`src/rtl/z_stage_pkg.sv`:
```
// z_stage_pkg
// Shared definitions for the Z result stage: op encodings, the sequencer
// state enum and the Z register width.
package z_stage_pkg;

  localparam int WIDTH_DEF = 32;
  localparam int Z_WIDTH   = 2 * WIDTH_DEF;

  localparam logic [1:0] OP_PASS = 2'b00;
  localparam logic [1:0] OP_MUL  = 2'b01;
  localparam logic [1:0] OP_DIV  = 2'b10;
  localparam logic [1:0] OP_RSV  = 2'b11;

  typedef enum logic [1:0] {
    ST_IDLE = 2'd0,
    ST_RUN  = 2'd1,
    ST_FIN  = 2'd2
  } z_state_e;

endpackage

```
`src/rtl/z_booth_core.sv`:
```
// z_booth_core
// Radix-2 Booth multiplier register and step datapath.
//   i_clk, i_rst    : clock, asynchronous active-high reset (clears everything)
//   i_load          : capture multiplicand/multiplier, clear accumulator
//   i_step          : perform one Booth add/sub + arithmetic right shift
//   i_mcand, i_mplier : signed operands
//   o_product       : 2*WIDTH-bit product as it will be AFTER the current step,
//                     so the sequencer can latch it on the final step edge
module z_booth_core #(
  parameter int WIDTH = 32
) (
  input  logic               i_clk,
  input  logic               i_rst,
  input  logic               i_load,
  input  logic               i_step,
  input  logic [WIDTH-1:0]   i_mcand,
  input  logic [WIDTH-1:0]   i_mplier,
  output logic [2*WIDTH-1:0] o_product
);

  // Accumulator and multiplicand are one bit wider so that subtracting the
  // most-negative multiplicand cannot overflow.
  logic [WIDTH:0]   r_m;
  logic [WIDTH:0]   r_acc;
  logic [WIDTH-1:0] r_q;
  logic             r_qm1;

  logic [WIDTH:0]   w_sum;
  logic [WIDTH:0]   w_acc_nxt;
  logic [WIDTH-1:0] w_q_nxt;

  always_comb begin
    w_sum = r_acc;
    case ({r_q[0], r_qm1})
      2'b01:   w_sum = r_acc + r_m;
      2'b10:   w_sum = r_acc - r_m;
      default: w_sum = r_acc;
    endcase
    // Arithmetic right shift of the whole {acc, q, q_-1} register.
    w_acc_nxt = {w_sum[WIDTH], w_sum[WIDTH:1]};
    w_q_nxt   = {w_sum[0], r_q[WIDTH-1:1]};
  end

  assign o_product = {w_acc_nxt[WIDTH-1:0], w_q_nxt};

  always_ff @(posedge i_clk or posedge i_rst) begin
    if (i_rst) begin
      r_m   <= '0;
      r_acc <= '0;
      r_q   <= '0;
      r_qm1 <= 1'b0;
    end else if (i_load) begin
      r_m   <= {i_mcand[WIDTH-1], i_mcand};
      r_acc <= '0;
      r_q   <= i_mplier;
      r_qm1 <= 1'b0;
    end else if (i_step) begin
      r_acc <= w_acc_nxt;
      r_q   <= w_q_nxt;
      r_qm1 <= r_q[0];
    end
  end

endmodule

```
`src/rtl/z_result_stage.sv`:
```
// z_result_stage
// Result stage behind the ALU gates; owns the 64-bit Z register pair.
//   clk, clr    : clock, asynchronous active-high reset
//   start, op   : request and opcode (PASS / MUL / DIV / reserved)
//   a, b        : signed operands for MUL / DIV
//   gate_result : combinational ALU gate output latched by PASS
//   busy, done  : multi-cycle activity, one-cycle completion pulse
//   zhi, zlo    : Z high / low word
// Optional feature macro: ZSTAGE_DIV_EN enables the iterative signed divide;
// without it op=DIV behaves like the reserved op.
//
// Handshake: start is sampled on a rising edge only while the state is IDLE;
// otherwise it is dropped (no queueing). Every accepted request produces
// exactly one done pulse, in the cycle during which the new Z is visible.
// PASS and reserved ops complete in the cycle after acceptance; MUL/DIV
// complete WIDTH+1 cycles after acceptance with busy high in between.
module z_result_stage
  import z_stage_pkg::*;
#(
  parameter int WIDTH = WIDTH_DEF
) (
  input  logic             clk,
  input  logic             clr,
  input  logic             start,
  input  logic [1:0]       op,
  input  logic [WIDTH-1:0] a,
  input  logic [WIDTH-1:0] b,
  input  logic [WIDTH-1:0] gate_result,
  output logic             busy,
  output logic             done,
  output logic [WIDTH-1:0] zhi,
  output logic [WIDTH-1:0] zlo
);

  localparam int CW = $clog2(WIDTH);
  localparam logic [CW-1:0] CNT_INIT = CW'(WIDTH - 1);

  z_state_e         r_state;
  z_state_e         w_state_nxt;
  logic [CW-1:0]    r_cnt;
  logic             r_done;
  logic [WIDTH-1:0] r_zhi;
  logic [WIDTH-1:0] r_zlo;

  logic             w_div_op;
  logic             w_launch;
  logic             w_short;
  logic             w_step;
  logic             w_last;
  logic [2*WIDTH-1:0] w_prod;
  logic [2*WIDTH-1:0] w_z_final;

`ifdef ZSTAGE_DIV_EN
  assign w_div_op = (op == OP_DIV);
`else
  assign w_div_op = 1'b0;
`endif

  // Sequencer: next state and per-cycle control strobes.
  always_comb begin
    w_state_nxt = r_state;
    w_launch    = 1'b0;
    w_short     = 1'b0;
    w_step      = 1'b0;
    w_last      = 1'b0;
    case (r_state)
      ST_IDLE: begin
        if (start) begin
          if (op == OP_MUL || w_div_op) begin
            w_launch    = 1'b1;
            w_state_nxt = ST_RUN;
          end else begin
            w_short = 1'b1;
          end
        end
      end
      ST_RUN: begin
        w_step = 1'b1;
        if (r_cnt == '0) begin
          w_last      = 1'b1;
          w_state_nxt = ST_FIN;
        end
      end
      ST_FIN:  w_state_nxt = ST_IDLE;
      default: w_state_nxt = ST_IDLE;
    endcase
  end

  always_ff @(posedge clk or posedge clr) begin
    if (clr) r_state <= ST_IDLE;
    else     r_state <= w_state_nxt;
  end

  z_booth_core #(.WIDTH(WIDTH)) u_booth (
    .i_clk     (clk),
    .i_rst     (clr),
    .i_load    (w_launch & ~w_div_op),
    .i_step    (w_step),
    .i_mcand   (a),
    .i_mplier  (b),
    .o_product (w_prod)
  );

`ifdef ZSTAGE_DIV_EN
  // Restoring divide on magnitudes; r_div_quo starts as |dividend| and is
  // shifted out MSB-first into the partial remainder while quotient bits
  // shift in at the bottom.
  logic             r_is_div;
  logic             r_div_neg_q;
  logic             r_div_neg_r;
  logic             r_div_zero;
  logic [WIDTH-1:0] r_div_a;
  logic [WIDTH-1:0] r_div_dvs;
  logic [WIDTH-1:0] r_div_rem;
  logic [WIDTH-1:0] r_div_quo;

  logic [WIDTH:0]   w_rem_sh;
  logic [WIDTH:0]   w_diff;
  logic             w_ge;
  logic [WIDTH-1:0] w_rem_nxt;
  logic [WIDTH-1:0] w_quo_nxt;
  logic [WIDTH-1:0] w_quo_res;
  logic [WIDTH-1:0] w_rem_res;

  always_comb begin
    w_rem_sh  = {r_div_rem, r_div_quo[WIDTH-1]};
    w_diff    = w_rem_sh - {1'b0, r_div_dvs};
    w_ge      = ~w_diff[WIDTH];
    w_rem_nxt = w_ge ? w_diff[WIDTH-1:0] : w_rem_sh[WIDTH-1:0];
    w_quo_nxt = {r_div_quo[WIDTH-2:0], w_ge};
    // Divide by zero is forced to all-ones / dividend; most-negative / -1
    // falls out naturally because negating 2^(WIDTH-1) wraps to itself.
    if (r_div_zero) begin
      w_quo_res = '1;
      w_rem_res = r_div_a;
    end else begin
      w_quo_res = r_div_neg_q ? -w_quo_nxt : w_quo_nxt;
      w_rem_res = r_div_neg_r ? -w_rem_nxt : w_rem_nxt;
    end
  end

  always_ff @(posedge clk or posedge clr) begin
    if (clr) begin
      r_is_div    <= 1'b0;
      r_div_neg_q <= 1'b0;
      r_div_neg_r <= 1'b0;
      r_div_zero  <= 1'b0;
      r_div_a     <= '0;
      r_div_dvs   <= '0;
      r_div_rem   <= '0;
      r_div_quo   <= '0;
    end else if (w_launch) begin
      r_is_div    <= w_div_op;
      r_div_neg_q <= a[WIDTH-1] ^ b[WIDTH-1];
      r_div_neg_r <= a[WIDTH-1];
      r_div_zero  <= (b == '0);
      r_div_a     <= a;
      r_div_dvs   <= b[WIDTH-1] ? -b : b;
      r_div_rem   <= '0;
      r_div_quo   <= a[WIDTH-1] ? -a : a;
    end else if (w_step && r_is_div) begin
      r_div_rem <= w_rem_nxt;
      r_div_quo <= w_quo_nxt;
    end
  end

  assign w_z_final = r_is_div ? {w_rem_res, w_quo_res} : w_prod;
`else
  assign w_z_final = w_prod;
`endif

  always_ff @(posedge clk or posedge clr) begin
    if (clr) begin
      r_cnt  <= '0;
      r_done <= 1'b0;
      r_zhi  <= '0;
      r_zlo  <= '0;
    end else begin
      r_done <= w_short | w_last;
      if (w_launch)
        r_cnt <= CNT_INIT;
      else if (w_step && !w_last)
        r_cnt <= r_cnt - CW'(1);
      if (w_short && op == OP_PASS) begin
        r_zhi <= '0;
        r_zlo <= gate_result;
      end else if (w_last) begin
        {r_zhi, r_zlo} <= w_z_final;
      end
    end
  end

  assign busy = (r_state == ST_RUN);
  assign done = r_done;
  assign zhi  = r_zhi;
  assign zlo  = r_zlo;

endmodule
```
`config.mk`:
```
export PLATFORM = sky130hd
export DESIGN_NAME = z_result_stage
export DESIGN_NICKNAME = d
export VERILOG_FILES = /design/src/rtl/z_stage_pkg.sv /design/src/rtl/z_booth_core.sv /design/src/rtl/z_result_stage.sv
export SDC_FILE = /design/constraint.sdc
export NUM_CORES = 1
export LEC_CHECK = 0
export CORE_ASPECT_RATIO = 1.4
export CORE_MARGIN = 10
export CORE_UTILIZATION = 55
export DETAILED_ROUTE_END_ITERATION = 7
export GPL_ROUTABILITY_DRIVEN = 0
export PLACE_DENSITY = 0.87
export SLEW_MARGIN = 10
export SYNTH_ARGS = -nofsm -noshare
export SYNTH_HDL_FRONTEND = slang
export SYNTH_SLANG_ARGS = --single-unit
```
`constraint.sdc`:
```
create_clock -name clk -period 14.6 [get_ports clk]
set_input_delay 2.92 -clock clk [delete_from_list [all_inputs] [get_ports clk]]
set_output_delay 2.92 -clock clk [all_outputs]
set_load 0.005 [all_outputs]
```
* Yosys cells after proc, flatten, opt, wreduce, memory -nomap -nowiden *
Cells that the tools add are included.

word-level totals
  flip-flop bits (word level) = 170
  input bits = 101
  output and inout bits = 66
  logic and storage cells = 56

operators by class
  add/subtract/negate cells = 3
  eq/ne operators = 7
  mux-type cells = 26
  bitwise operators = 1
  reductions and logical operators = 10

operator list
  operator             number
  $mux 32              6
  $mux 33              2
  $pmux 33 s2          1
  $add 33x33->33       1
  $sub 33x33->33       1
  $mux 1               11
  $mux 5               2
  $eq 2x1->1 const B   3
  $mux 2               3
  $reduce_bool 2->1    3
  $logic_not 5->1      1
  $sub 5x1->5 const B  1
  $logic_not 2->1      2
  $ne 2x2->1 const B   2
  $pmux 2 s2           1
  $reduce_and 3->1     1
  $eq 2x2->1 const B   1
  $logic_and 1x1->1    2
  $ne 2x1->1 const B   1
  $logic_not 1->1      1
  $or 1x1->1           1

* Depth between registers and ports, before layout *
Gate-level depths: netlist of run 1.

  depth after elaboration = 7
  mapped depth = 18
  gate-level depth less buffers = 17

* By module *
A second synthesis of run 1 with hierarchy kept.

second synthesis, totals
  cell total of the unflattened synthesis = 1118
  area total of the unflattened synthesis = 10428.8 sq um

by module, submodules not included
  module          instances  cells an instance  area an instance (sq um)  sequential area each (sq um)
  z_booth_core    1          820                7280.7                    2427.3
  z_result_stage  1          298                3148.0                    1801.7

* Worst setup path after synthesis of run 1 *
No wires, ideal clock.

  path kind = input to register
  from = input op[1]
  to = register u_booth.r_q[10]
  setup time = 66 ps
  arrival time = 4341 ps
  data required time = 14534 ps
  setup slack = 10193 ps
  stages on the path = 7
  path buffers = 3
  cells stage by stage = nor4b_1 > and2_0 > clkbuf_1 > clkbuf_1 > buf_1 > a22oi_1 > nand2_1

on the way
  word-level cells in the longest chain between the ends = 5
  elaborated cells on any way between the ends = 6
  classes of those cells = 1 x eq/ne; 4 x mux; 1 x reduce/logical

RTL lines
  element                                       RTL line              RTL
  start, declared                               z_result_stage.sv:25  input logic [1:0] op,
  $eq 2x1->1 (*)                                z_result_stage.sv:69  if (op == OP_MUL || w_div_op) begin
  $mux 1 (*)                                    z_result_stage.sv:69
  $mux 1 (*)                                    z_result_stage.sv:68  if (start) begin
  $mux 1 (*)                                    z_result_stage.sv:66  case (r_state)
  $mux 32 or $reduce_bool 2->1 (tied branches)  n/a
  end signal, assigned                          z_booth_core.sv:55    r_q <= i_mplier;
  end signal, assigned                          z_booth_core.sv:59    r_q <= w_q_nxt;
  end, declared                                 z_booth_core.sv:25    logic [WIDTH-1:0] r_q;

Mark *: on every way between the ends. The rest lies on a longest branch, timed or not.
A chain may end at the register's enable or synchronous reset.

* Worst setup path in the final report of run 1 *
  from = input start
  to = register u_booth.r_q[31]

on the way
  word-level cells in the longest chain between the ends = 3
  elaborated cells on any way between the ends = 4
  classes of those cells = 3 x mux; 1 x reduce/logical

RTL lines
  element                                       RTL line              RTL
  start, declared                               z_result_stage.sv:24  input logic start,
  $mux 1 (*)                                    z_result_stage.sv:68
  $mux 1 (*)                                    z_result_stage.sv:66
  $mux 32 or $reduce_bool 2->1 (tied branches)  n/a

Marked as above.

==> reports/qor.txt, run 1 <==
Status: completed
Area share of fa/ha/maj cells after synthesis: 4.92%
Vias: 8805
Multi-input logic area: 0.00497 mm2
Final setup viols: 0
Routed wire length: 27300 um
Setup crit start: start
Min-delay src: zlo[27]
Reg2reg path depth: 15
Switch share: 45.6%
Clk buf depth: 2
Sw power: 1.49 mW
Sequential share of the synthesized area: 44.2%
Drt pass-1 iters: 5
Grt ovf: 0
Initial core utilization: 55.4%
Core ar.: 0.0173 mm2
Layout cells sized above 1: 4.80%
Internal power: 1.78 mW
Register area: 0.00423 mm2
Post-synthesis mux area share: 0.968%
Hold_buf cts: 0
Fin crit share: 36.2%
Max Clk Rate: 189 MHz
Final #Nets: 1375
Syn avg cell area: 8.63 um2
Yosys cell types: 68
Clock share of power: 13.3%
Post-CTS setup buffer count: 0
Synth Area in Simple Gates: 20.6%
Ports: 167
Worst path arrival time: 5.61 ns
Worst Hold End: zlo[27]
Pleak: 5.40 nW
Area leader, netlist: dfrtp_1
Compound-cell area share of the yosys netlist: 19.5%
Worst r2r dst: zhi[31]
Die area: 0.0231 mm2
Clock Skew: 0.00838 ns
Top_reg_cell synth: dfrtp_1
Pin count of the biggest net entering global routing: 97
Synth cell count leaders: nand2_1, dfrtp_1, a21oi_1
Post-synthesis xor/xnor area fraction: 5.77%
Root buffer cell: clkbuf_16
Worst-path clk slew: 0.07 ns
Die X: 131 um
Kind of critical path: input pin to flip-flop
Crit. End Element: flip-flop
Sequential Power Share: 26.8%
Slew headroom: 30.4%
FF-to-FF Start: u_booth.r_m[2]
VDD IR-drop max: 0.133 mV
Critical path fanouts, max: 76
Worst hold-check path type: flip-flop to flip-flop
CTS tree: built
WL/cell: 18.4 um
Area grow syn2layout: 24.3%
Die Ht: 176 um
Synth Cell Area: 0.00957 mm2
Post-route DRC: 0
DP HPWL: 19400 um
CP required: 14.92 ns
Setup tns final: 0 ns
# fillers: 1395
Most common cell in the netlist: nand2_1
Clk_lat worst skew: 0.44 ns
Net count of the mapped netlist: 1247
Hold Fails Final Rpt: 0
DR vias/cell: 5.93
Setup slack, reg-to-reg: 9.73 ns
Top-area cell type share of the netlist area: 44.2%
Worst hold stages: 2
Tmin final: 5.29 ns
CTS H-tree lvls: 4
Maxcap violations: 0
Pwr/cell area: 275 mW/mm2
CTS resizes: 0
Routed Antenna Nets: 0
Mapped Cells: 1109
Number of global-route vias before repair: 8992
CTS Buf Count: 17
Number of synthesized flops with an enable pin: 0
First-pass GRT wire length: 44700 um
Port Buffers: 166
Area contributors post-synth: dfrtp_1, nand2_1, a22oi_1, xnor2_1, ha_1
Largest family of logic cells by synthesized area: simple AND/OR/NAND/NOR gates
Clock Sinks: 169
Antenna Diode Count: 0
GR Util All Layers: 23.5%
Comb power frac: 59.9%
RSZ-0062 raised after global routing: false
FF+latch count, synth: 169
Fin util: 68.9%
Max Slew Vio Count: 0
Drt initial violations: 772
Initial antenna violation count: 0
Ys async rst share: 100%
Worst Setup Start Kind: input pin
Synth warnings: 0
Num rows: 57
Pin slew with the least headroom to its limit: 1.04 ns
## worst max-delay path, cell delays in order
cell	delay [ns]
clkdlybuf4s50_1	0.47
nor4b_1	0.51
and2_2	0.24
buf_4	0.64
nor2_2	0.22
buf_4	0.29
a221o_1	0.32
## power groups by stage
stage | logic, mW | registers (mW) | clock network, mW
3_5_place_dp | 1.93 | 0.872 | 0
4_1_cts | 1.94 | 0.870 | 0.440
2_1_floorplan | 1.38 | 0.832 | 0
6_report | 1.96 | 0.875 | 0.435
3_3_place_gp | 1.88 | 0.865 | 0
5_1_grt | 2.18 | 0.900 | 0.462
## layout by cell type, fill, tap and decap left out, types with 3 or more instances in the layout
cell type	Yosys	final
a221o_1	3	3
nor3_1	18	18
xor2_1	11	11
o211ai_1	3	3
inv_1	24	22
a21o_1	17	17
mux2i_1	7	7
inv_6	0	3
a22oi_1	63	63
nand4_1	5	5
o21a_1	4	4
o21bai_1	5	5
o31a_1	3	3
nand2_1	278	277
clkinvlp_4	0	4
xnor2_1	52	52
a21oi_1	71	71
nor2_1	49	47
nor4_1	5	5
buf_4	1	10
a211oi_1	4	4
and3_1	9	9
nor2b_1	10	10
dfrtp_1	169	169
a22o_1	6	6
nand3_1	37	37
clkinv_4	0	3
a31oi_1	20	20
nand2b_1	10	10
o31ai_1	14	14
clkbuf_16	0	17
nor4b_2	3	3
ha_1	36	35
and2_1	5	5
clkdlybuf4s50_1	0	166
o21ai_0	61	61
## metal layers
metal  track usage [%]  routed length, um  vias to the layer above
li1                  -                  -                     4131
met1              25.1              10100                     4236
met2              40.7              13600                      358
met3              8.28               2400                       80
met4              11.9               1140                        0
met5                 0                  0                        -
## sequential cells by signal, indices dropped and copies added (netlist names)
register / count
u_booth.r_acc: 32
u_booth.r_q: 32
u_booth.r_m: 32
zlo: 32
r_cnt: 5
r_state: 2
u_booth.r_qm1: 1
done: 1
zhi: 32
## stage by stage
| step | cells | setup WS [ns] | area (um2) | hold WS, ns | power (mW) |
|---|---|---|---|---|---|
| after floorplan | 1109 | 7.10 | 9570 | 0.417 | 2.21 |
| after global routing | 1485 | 9.22 | 11900 | 0.502 | 3.54 |
| after global placement | 1454 | 8.97 | 11300 | 0.457 | 2.74 |
| after CTS | 1485 | 9.35 | 11900 | 0.478 | 3.25 |
| after detailed placement | 1454 | 8.91 | 11300 | 0.462 | 2.80 |
| final | 1485 | 9.31 | 11900 | 0.473 | 3.27 |
## worst max path at each step
stage | cells after the start | slack [ns] | endpoint
final | 7 | 9.31 | u_booth.r_q[31]
after global routing | 7 | 9.22 | u_booth.r_q[31]
after global placement | 7 | 8.97 | u_booth.r_q[31]
after detailed placement | 7 | 8.91 | u_booth.r_q[31]
after floorplan | 1 | 7.10 | done
after CTS | 7 | 9.35 | u_booth.r_q[31]
## area by class of cell
class / count / area share (%)
multi-input combinational: 848 / 41.8
sequential: 169 / 35.5
clock inverter: 12 / 1.01
timing repair buffer: 176 / 14.6
clock buffer: 19 / 3.72
tap: 236 / 2.48
inverter: 25 / 0.831
## logic make-up (layout without fill, tap and decap cells)
logic type      after synthesis  after routing
mux                           9              9
xor+xnor                     63             63
buf+inv                      92            232
simple gates                447            447
flops                       169            169
fa+ha+maj                    37             37
compound gates              292            292
No activity file was read; power rests on OpenSTA's default activity.
==> inputs of run 2 (changes only) <==
--- a/config.mk
+++ b/config.mk
@@ -7,10 +7,10 @@
 export LEC_CHECK = 0
 export CORE_ASPECT_RATIO = 1.4
 export CORE_MARGIN = 10
-export CORE_UTILIZATION = 55
+export CORE_UTILIZATION = 54
 export DETAILED_ROUTE_END_ITERATION = 7
 export GPL_ROUTABILITY_DRIVEN = 0
-export PLACE_DENSITY = 0.87
+export PLACE_DENSITY = 0.85
 export SLEW_MARGIN = 10
 export SYNTH_ARGS = -nofsm -noshare
 export SYNTH_HDL_FRONTEND = slang
==> constraint.sdc (replaced) <==
create_clock -name clk -period 5.1 [get_ports clk]
set_input_delay 1.02 -clock clk [delete_from_list [all_inputs] [get_ports clk]]
set_output_delay 1.02 -clock clk [all_outputs]
set_load 0.005 [all_outputs]
==> reports/qor.txt, run 2 (synthesis results as in run 1) <==
Status: completed (unchanged)
Number of global-route vias before repair: 8994 (was 8992)
CTS Buf Count: 17 (unchanged)
Kind of critical path: flip-flop to flip-flop (was input pin to flip-flop)
Pin slew with the least headroom to its limit: 1.20 ns (was 1.04 ns)
Pin count of the biggest net entering global routing: 170 (was 97)
Worst Setup Start Kind: flip-flop (was input pin)
Worst r2r dst: zhi[31] (unchanged)
Ports: 167 (unchanged)
Pwr/cell area: 789 mW/mm2 (was 275 mW/mm2)
Slowest stage delay, CP: 0.50 ns (was 0.64 ns)
Vias: 8712 (was 8805)
Hold Fails Final Rpt: 0 (unchanged)
Cells along the critical path: nor3_1 > nor4b_2 > and3_1 > nor4b_2 > a21oi_1 > xnor2_1 > ha_1 > and3_1 > nand2_1 > or4_1 > o21ai_0 > mux2i_1 > nand2_2 > xnor2_1 > o21ai_1 (was clkdlybuf4s50_1 > nor4b_1 > and2_2 > buf_4 > nor2_2 > buf_4 > a221o_1)
Crit-path leading delay family: simple AND/OR/NAND/NOR gates (was buffers and inverters)
CTS resizes: 0 (unchanged)
Grt ovf: 0 (unchanged)
Initial antenna violation count: 0 (unchanged)
Setup tns final: 0 ns (unchanged)
Die Ht: 178 um (was 176 um)
Port Buffers: 166 (unchanged)
Clock Skew: 0.0287 ns (was 0.00838 ns)
Clk buf depth: 2 (unchanged)
Layout cells sized above 1: 4.88% (was 4.80%)
VDD IR-drop max: 0.387 mV (was 0.133 mV)
GR Util All Layers: 23.5% (about the same)
Tmin final: 4.65 ns
DR vias/cell: 5.86 (was 5.93)
WL/cell: 18.6 um (was 18.4 um)
Drt pass-1 iters: 7 (was 5)
DP HPWL: 19800 um (was 19400 um)
CP required: 5.41 ns (was 14.92 ns)
Final #Nets: 1375 (unchanged)
Worst hold stages: 1 (was 2)
First-pass GRT wire length: 45000 um (was 44700 um)
Crit-path slowest cell: nor4b_2 (was buf_4)
GRT met3 Usage: 7.72% (was 8.28%)
CTS tree: built (unchanged)
Max Slew Vio Count: 0 (unchanged)
Fin worst setup slack: 0.452 ns (was 9.31 ns)
Reg2reg path depth: 15 (unchanged)
Worst path arrival time: 4.96 ns (was 5.61 ns)
Clock Sinks: 169 (unchanged)
Post-CTS setup buffer count: 0 (unchanged)
Fin crit share: 91.1%
CTS H-tree lvls: 4 (unchanged)
Final setup viols: 0 (unchanged)
GR met1 Demand/Resource: 24.5% (was 25.1%)
Max Clk Rate: 215 MHz
Area grow syn2layout: 24.8% (was 24.3%)
Worst Hold End: done (was zlo[27])
Hold_buf cts: 0 (unchanged)
Core ar.: 0.0174 mm2 (was 0.0173 mm2)
Num rows: 57 (unchanged)
Root buffer cell: clkbuf_16 (unchanged)
Pre-CTS WS: 0.592 ns (was 8.91 ns)
Initial core utilization: 55.0% (was 55.4%)
Worst hold-check path type: flip-flop to flip-flop (unchanged)
Setup slack, reg-to-reg: 0.45 ns (was 9.73 ns)
Most common cell after layout, fill and taps aside: nand2_1 (unchanged)
Most Used Layer, Global Route: met2 (unchanged)
Die area: 0.0235 mm2 (was 0.0231 mm2)
Critical path fanouts, max: 7 (was 76)
Die X: 133 um (was 131 um)
Crit path buffers/inverters: 0 (was 3)
Routed wire length: 27700 um (was 27300 um)
Crit. End Element: flip-flop (unchanged)
Most frequent cells in the layout: nand2_1, dfrtp_1, clkdlybuf4s50_1 (unchanged)
Grt met2 use: 40.9% (was 40.7%)
Pleak: 5.43 nW (was 5.40 nW)
Maxcap violations: 0 (unchanged)
Antenna Diode Count: 0 (unchanged)
Worst-path clk slew: 0.07 ns (about the same)
FF-to-FF Start: u_booth.r_m[2] (unchanged)
RSZ-0062 raised after global routing: false (unchanged)
Post-route DRC: 0 (unchanged)
Drt initial violations: 671 (was 772)
Min-delay src: r_state[1] (was zlo[27])
Slew headroom: 19.4% (was 30.4%)
Routed Antenna Nets: 0 (unchanged)
Clk_lat worst skew: 0.44 ns (about the same)
-- run 2: changes by cell type in the layout (fill, tap and decap cells not counted), sizes merged --
cell and delta:
clkinv +2, clkinvlp -2, bufinv +1, clkbuf +1, inv -1
-- run 2: worst max path at each step --
| stage | cells past startpoint | start | endpoint |
|---|---|---|---|
| after floorplan | 17 | u_booth.r_m[2] | zhi[31] |
| after global placement | 15 | u_booth.r_m[2] | zhi[31] |
| after detailed placement | 15 | u_booth.r_m[2] | zhi[31] |
| after CTS | 15 | u_booth.r_m[2] | zhi[31] |
| after global routing | 15 | u_booth.r_m[2] | u_booth.r_acc[31] |
| final | 15 | u_booth.r_m[2] | zhi[31] |
-- run 2: cell type report --
class | count | area (um2)
multi-input combinational | 848 | 4970
inverter | 25 | 97.6
fill | 1395 | 5460
timing repair buffer | 176 | 1750
tap | 236 | 295
clock inverter | 12 | 139
sequential | 169 | 4230
clock buffer | 20 | 457
-- run 2: through the flow --
| stage | instances | total power [mW] | util [%] | area [um2] | hold slack (ns) |
|---|---|---|---|---|---|
| 2_1_floorplan | 1109 | 6.34 | - | 9570 | 0.417 |
| 3_3_place_gp | 1454 | 7.87 | 65.2 | 11300 | 0.432 |
| 3_5_place_dp | 1454 | 8.04 | 65.2 | 11300 | 0.443 |
| 4_1_cts | 1486 | 9.41 | 68.6 | 11900 | 0.471 |
| 5_1_grt | 1486 | 10.2 | 68.6 | 11900 | 0.492 |
| 6_report | 1486 | 9.42 | 68.6 | 11900 | 0.466 |
-- run 2: where the power goes --
group          total, mW  internal (mW)  leakage (nW)  switching [mW]
Clock               1.31          0.754         0.291           0.558
Combinational       5.60           2.45          3.00            3.15
Sequential          2.52           1.96          2.14           0.555
Total               9.42           5.16          5.43            4.26
-- run 2: routing by layer --
layer | part of all wire [%] | wire length, um
met1 | 37 | 10100
met2 | 51 | 14000
met3 | 8.0 | 2210
met4 | 4.7 | 1300
met5 | 0 | 0
==> inputs of run 3 (changes only) <==
--- a/config.mk
+++ b/config.mk
@@ -9,7 +9,6 @@
 export CORE_MARGIN = 10
 export CORE_UTILIZATION = 54
 export DETAILED_ROUTE_END_ITERATION = 7
-export GPL_ROUTABILITY_DRIVEN = 0
 export PLACE_DENSITY = 0.85
 export SLEW_MARGIN = 10
 export SYNTH_ARGS = -nofsm -noshare
==> constraint.sdc (replaced) <==
create_clock -name clk -period 4.7 [get_ports clk]
set_input_delay 0.94 -clock clk [delete_from_list [all_inputs] [get_ports clk]]
set_output_delay 0.94 -clock clk [all_outputs]
set_load 0.005 [all_outputs]
==> reports/qor.txt, run 3 (synthesis results as in run 1) <==
Status: completed (unchanged)
Clock Sinks: 169 (unchanged)
DR vias/cell: 5.92 (was 5.86)
Crit. End Element: flip-flop (unchanged)
CTS Buf Count: 17 (unchanged)
Drt pass-1 iters: 5 (was 7)
Die area: 0.0235 mm2 (unchanged)
Internal power: 5.50 mW (was 5.16 mW)
Core ar.: 0.0174 mm2 (unchanged)
Crit-path slowest cell: or4_1 (was nor4b_2)
Post-route DRC: 0 (unchanged)
Clk buf depth: 2 (unchanged)
Routed Antenna Nets: 0 (unchanged)
Post-CTS setup buffer count: 0 (unchanged)
Comb power frac: 59.8% (was 59.4%)
Worst Setup Start Kind: flip-flop (unchanged)
Worst-path clk slew: 0.07 ns (about the same)
Initial core utilization: 55.0% (unchanged)
Most common cell after layout, fill and taps aside: nand2_1 (unchanged)
DP HPWL: 20400 um (was 19800 um)
Vias: 8820 (was 8712)
Post-layout power: 10.2 mW (was 9.42 mW)
Pleak: 5.44 nW (was 5.43 nW)
Worst Hold Slack: 0.469 ns (was 0.466 ns)
Critical path fanouts, max: 7 (unchanged)
Slowest stage delay, CP: 0.47 ns (was 0.50 ns)
Drt initial violations: 666 (was 671)
Routed wire length: 28500 um (was 27700 um)
Worst path arrival time: 4.73 ns (was 4.96 ns)
Port Buffers: 166 (unchanged)
Switch share: 46.2% (was 45.2%)
Area grow syn2layout: 24.9% (was 24.8%)
Hold Fails Final Rpt: 0 (unchanged)
CP required: 5.02 ns (was 5.41 ns)
Clk_lat worst skew: 0.45 ns (was 0.44 ns)
VDD IR-drop max: 0.440 mV (was 0.387 mV)
Sequential Power Share: 26.7% (about the same)
Gpl congestion: 0.923
Ports: 167 (unchanged)
Cells along the critical path: nor3_1 > nor4b_4 > and3_1 > nor4b_2 > a21oi_1 > xnor2_1 > ha_1 > and3_1 > nand2_1 > or4_1 > o21ai_0 > mux2i_1 > nand2_2 > xnor2_1 > o21ai_1 (was nor3_1 > nor4b_2 > and3_1 > nor4b_2 > a21oi_1 > xnor2_1 > ha_1 > and3_1 > nand2_1 > or4_1 > o21ai_0 > mux2i_1 > nand2_2 > xnor2_1 > o21ai_1)
Grt ovf: 0 (unchanged)
CTS tree: built (unchanged)
Root buffer cell: clkbuf_16 (unchanged)
Die Ht: 178 um (unchanged)
Num rows: 57 (unchanged)
Max Clk Rate: 227 MHz (was 215 MHz)
Layout cells sized above 1: 5.26% (was 4.88%)
Final setup viols: 0 (unchanged)
Die X: 133 um (unchanged)
Pin slew with the least headroom to its limit: 0.976 ns (was 1.20 ns)
Number of global-route vias before repair: 9013 (was 8994)
First-pass GRT wire length: 46200 um (was 45000 um)
GR Util All Layers: 24.2% (was 23.5%)
Final Instance Area: 0.0120 mm2 (was 0.0119 mm2)
Area after DPL: 0.0114 mm2 (was 0.0113 mm2)
Pwr/cell area: 855 mW/mm2 (was 789 mW/mm2)
Max Slew Vio Count: 0 (unchanged)
Sw power: 4.72 mW (was 4.26 mW)
Tmin final: 4.40 ns (was 4.65 ns)
Final #Nets: 1380 (was 1375)
Worst hold stages: 1 (unchanged)
Worst hold-check path type: flip-flop to flip-flop (unchanged)
Clock share of power: 13.5% (was 13.9%)
Fin util: 68.7% (was 68.6%)
Fin crit share: 93.7% (was 91.1%)
Slew headroom: 35.0% (was 19.4%)
WL/cell: 19.1 um (was 18.6 um)
Antenna Diode Count: 0 (unchanged)
Kind of critical path: flip-flop to flip-flop (unchanged)
Maxcap violations: 0 (unchanged)
Most frequent cells in the layout: nand2_1, dfrtp_1, clkdlybuf4s50_1 (unchanged)
CTS H-tree lvls: 4 (unchanged)
Pin count of the biggest net entering global routing: 170 (unchanged)
Initial antenna violation count: 0 (unchanged)
Setup tns final: 0 ns (unchanged)
Reg2reg path depth: 15 (unchanged)
Clock Skew: 0.0122 ns (was 0.0287 ns)
RSZ-0062 raised after global routing: false (unchanged)
## run 3: cell types whose count changed in the layout (fill, tap and decap cells not counted)
cell,previous run,this run
nor4b_4,0,1
clkinv_2,2,0
clkinv_4,4,2
bufinv_16,2,0
clkinvlp_4,2,5
buf_4,9,14
clkbuf_8,2,0
clkinv_8,0,1
nor4b_2,3,2
inv_8,0,4
## run 3: what timing repair did
| action | 4_1_cts | 5_1_grt |
|---|---|---|
| hold buffers | 0 | 0 |
| endpoints found under the setup margin | 0 | 3 |
| resized for setup | 0 | 1 |
## run 3: worst paths after layout
| path | from | endpoint | slack (ns) |
|---|---|---|---|
| worst max-delay path | u_booth.r_m[2] | zhi[31] | 0.30 |
| worst min-delay path | r_state[1] | done | 0.47 |
| worst max register to register | u_booth.r_m[2] | zhi[31] | 0.30 |
| worst min register to register | r_state[1] | done | 0.47 |
| max in group asynchronous | clr | zhi[20] | 2.86 |
| min in group asynchronous | clr | zlo[8] | 1.04 |
## run 3: worst max-delay path: cells and delay by family, from the launching register on
family / cells / cell delay (ns)
simple gates: 8 / 2.33
compound gates: 3 / 0.47
flops: 1 / 0.43
fa+ha+maj: 1 / 0.41
xor+xnor: 2 / 0.32
mux: 1 / 0.32
## run 3: per-stage QoR
step | instances | worst slack [ns]
2_1_floorplan | 1109 | 0.629
3_3_place_gp | 1459 | 0.473
3_5_place_dp | 1459 | 0.330
4_1_cts | 1491 | 0.289
5_1_grt | 1491 | 0.0608
6_report | 1491 | 0.295
## run 3: area by class of cell
type                       instances  area [um2]
tap                              236         295
clock inverter                    14         135
inverter                          25        97.6
sequential                       169        4230
timing repair buffer             181        1790
clock buffer                      18         429
multi-input combinational        848        4980
fill                            1411        5450
## run 3: per-layer routing
layer	GRT usage (%)	share of wire (%)
met1	25.7	38
met3	7.87	7.8
met4	12.3	4.2
met5	0	0
met2	42.4	51
## run 3: power groups by stage
stage	registers [mW]	clock network [mW]	logic, mW
2_1_floorplan	2.59	0	4.29
3_3_place_gp	2.71	0	5.92
3_5_place_dp	2.73	0	6.04
4_1_cts	2.71	1.39	6.08
5_1_grt	2.81	1.45	6.83
6_report	2.73	1.38	6.11
==> RTL change, RTL diff (config.mk and constraints of run 3) <==
Register the inputs `start` and `gate_result` before use, without a reset. The logic sees them one clock later. The other inputs are not delayed to match. Comments in the files are not updated.
--- a/src/rtl/z_result_stage.sv
+++ b/src/rtl/z_result_stage.sv
@@ -35,6 +35,14 @@
   localparam int CW = $clog2(WIDTH);
   localparam logic [CW-1:0] CNT_INIT = CW'(WIDTH - 1);
 
+  logic start_q;
+  logic [WIDTH-1:0] gate_result_q;
+
+  always_ff @(posedge clk) begin
+    start_q       <= start;
+    gate_result_q <= gate_result;
+  end
+
   z_state_e         r_state;
   z_state_e         w_state_nxt;
   logic [CW-1:0]    r_cnt;
@@ -65,7 +73,7 @@
     w_last      = 1'b0;
     case (r_state)
       ST_IDLE: begin
-        if (start) begin
+        if (start_q) begin
           if (op == OP_MUL || w_div_op) begin
             w_launch    = 1'b1;
             w_state_nxt = ST_RUN;
@@ -183,7 +191,7 @@
         r_cnt <= r_cnt - CW'(1);
       if (w_short && op == OP_PASS) begin
         r_zhi <= '0;
-        r_zlo <= gate_result;
+        r_zlo <= gate_result_q;
       end else if (w_last) begin
         {r_zhi, r_zlo} <= w_z_final;
       end
Check against the original RTL: not equivalent (a bounded check fails within 4 cycles, from zero or initial values).
==> RTL change against run 3 <==
Global-route usage down 1.4 points. Sequential cell count grew 33. Wire length shrank 2.2%. Critical path type unchanged. Total power is 3.7% lower. Clock power rose by 20%. Via count fell by 3.0%. Cell area up 4.0%. Area after synthesis up 2.3%. Worst setup slack worse by 0.0096 ns.
==> RTL change: results <==
[power_and_ir_drop]
p_leak_uw = 0.00561
ir_worst_vdd_mv = 0.503

[worst_setup_path]
crit_slowest_cell = "or4b_4"
worstPathArrival_ns = 4.77
cp_top_family = "compound AO/OA/AOI/OAI gates"
slowest_delay_ns = 0.51
critical_path_peak_fanout = 5

[logic_synthesis]
synthArstFlopShare = 0.837
yosysSeqAreaShare = 0.500
synth.distinct_cells = 58
synth_common_cells = "nand2_1 (221), dfrtp_1 (169), nor2_1 (113), a21oi_1 (67), o21ai_0 (65)"
synth_nets = 1215
synth_area_leaders = "dfrtp_1 (43%), nand2_1 (8.5%), dfxtp_1 (6.8%)"

[detailed_routing]
first_iter_violations = 560
via_per_inst = 5.75
wl_per_cell_um = 18.7

[global_route]
met3_usage = 0.0387
grt_util_met1 = 0.272
grt_max_degree = 76
first_global_vias = 8733
grt_use_total = 0.229
grt_pass1_wl_um = 45100
grtUsageMet2 = 0.412

[min_path]
hold_class = "flip-flop to flip-flop"

[placed_design]
gp_congestion = 0.932
dpl_cell_area_um2 = 11700
hpwl_um = 19600
pre_cts_ws_ns = 0.190

[timing]
finClkSkew_ns = 0.0138
fin_crit_sh = 0.939
worstMarginPinSlew_ns = 0.975
hold_slack_ns = 0.454

[clocking]
htreeDepth = 1
cts_buffers = 21
clock_latency_ns = 0.50
cts_max_path_buffers = 3

[status]
status = "complete, no violations"

[final_layout]
drive_above_1_share = 0.0609
nets = 1370

[floorplanning]
rows = 58
==> RTL change: changes by cell type in the layout (fill, tap and decap cells not counted), sizes merged, moves of 6 or more <==
cell / run 3 / this run
o21ai: 63 / 69
nor2: 49 / 114
clkbuf: 18 / 31
buf: 15 / 21
o22ai: 1 / 32
inv: 31 / 20
nor3: 19 / 5
a22oi: 63 / 31
o31ai: 14 / 7
nand2: 279 / 221
a31oi: 20 / 12
dfxtp: 0 / 33
==> RTL change: kinds of logic (layout without fill, tap and decap cells) <==
| kind of cell | Yosys count | in the layout | synth area share |
|---|---|---|---|
| flops | 202 | 202 | 0.500 |
| fa+ha+maj | 37 | 37 | 0.0481 |
| mux | 11 | 11 | 0.0115 |
| compound gates | 268 | 268 | 0.168 |
| xor+xnor | 65 | 65 | 0.0582 |
| buf+inv | 76 | 246 | 0.0308 |
| simple gates | 418 | 418 | 0.183 |
==> RTL change: final timing paths <==
kind,startpoint,to,cells past startpoint
max in group asynchronous,clr,u_booth.r_m[30]$_DFFE_PP0P_,3
worst max-delay path,u_booth.r_m[0]$_DFFE_PP0P_,zhi[31]$_DFFE_PP0P_,19
worst min-delay path,r_state[1]$_DFFE_PP0P_,done$_DFF_PP0_,1
worst min register to register,r_state[1]$_DFFE_PP0P_,done$_DFF_PP0_,1
min in group asynchronous,clr,zhi[18]$_DFFE_PP0P_,2
worst max register to register,u_booth.r_m[0]$_DFFE_PP0P_,zhi[31]$_DFFE_PP0P_,19
==> RTL change: per-layer routing <==
metal	up-vias	share of wire
li1	4044	-
met1	4116	0.39
met2	342	0.51
met3	55	0.073
met4	0	0.027
met5	-	0
==> RTL change: stage by stage <==
step / TNS [ns] / instances
floorplan: 0 / 1077
global placement: 0 / 1449
detailed placement: 0 / 1449
CTS: 0 / 1487
global route: -0.00460 / 1487
finish: 0 / 1487
==> RTL change: final cells by class <==
type,count,area [µm²]
Clock inverter,7,73.8
Timing Repair Buffer,187,1840
Multi-Input combinational cell,799,4630
Sequential cell,202,4890
Clock buffer,31,613
Inverter,21,82.6
Fill cell,1374,5490
Tap cell,240,300
==> RTL change: repair_timing <==
| item | CTS | global route |
|---|---|---|
| endpoints found under the setup margin | 0 | 2 |
| hold buffers | 0 | 0 |
| resized for setup | 0 | 3 |
==> RTL change: where the power goes <==
group          internal, µW  total [µW]  switching, µW
registers              2360        2900            539
clock network           965        1660            698
logic                  2350        5280           2920
total                  5670        9840           4160
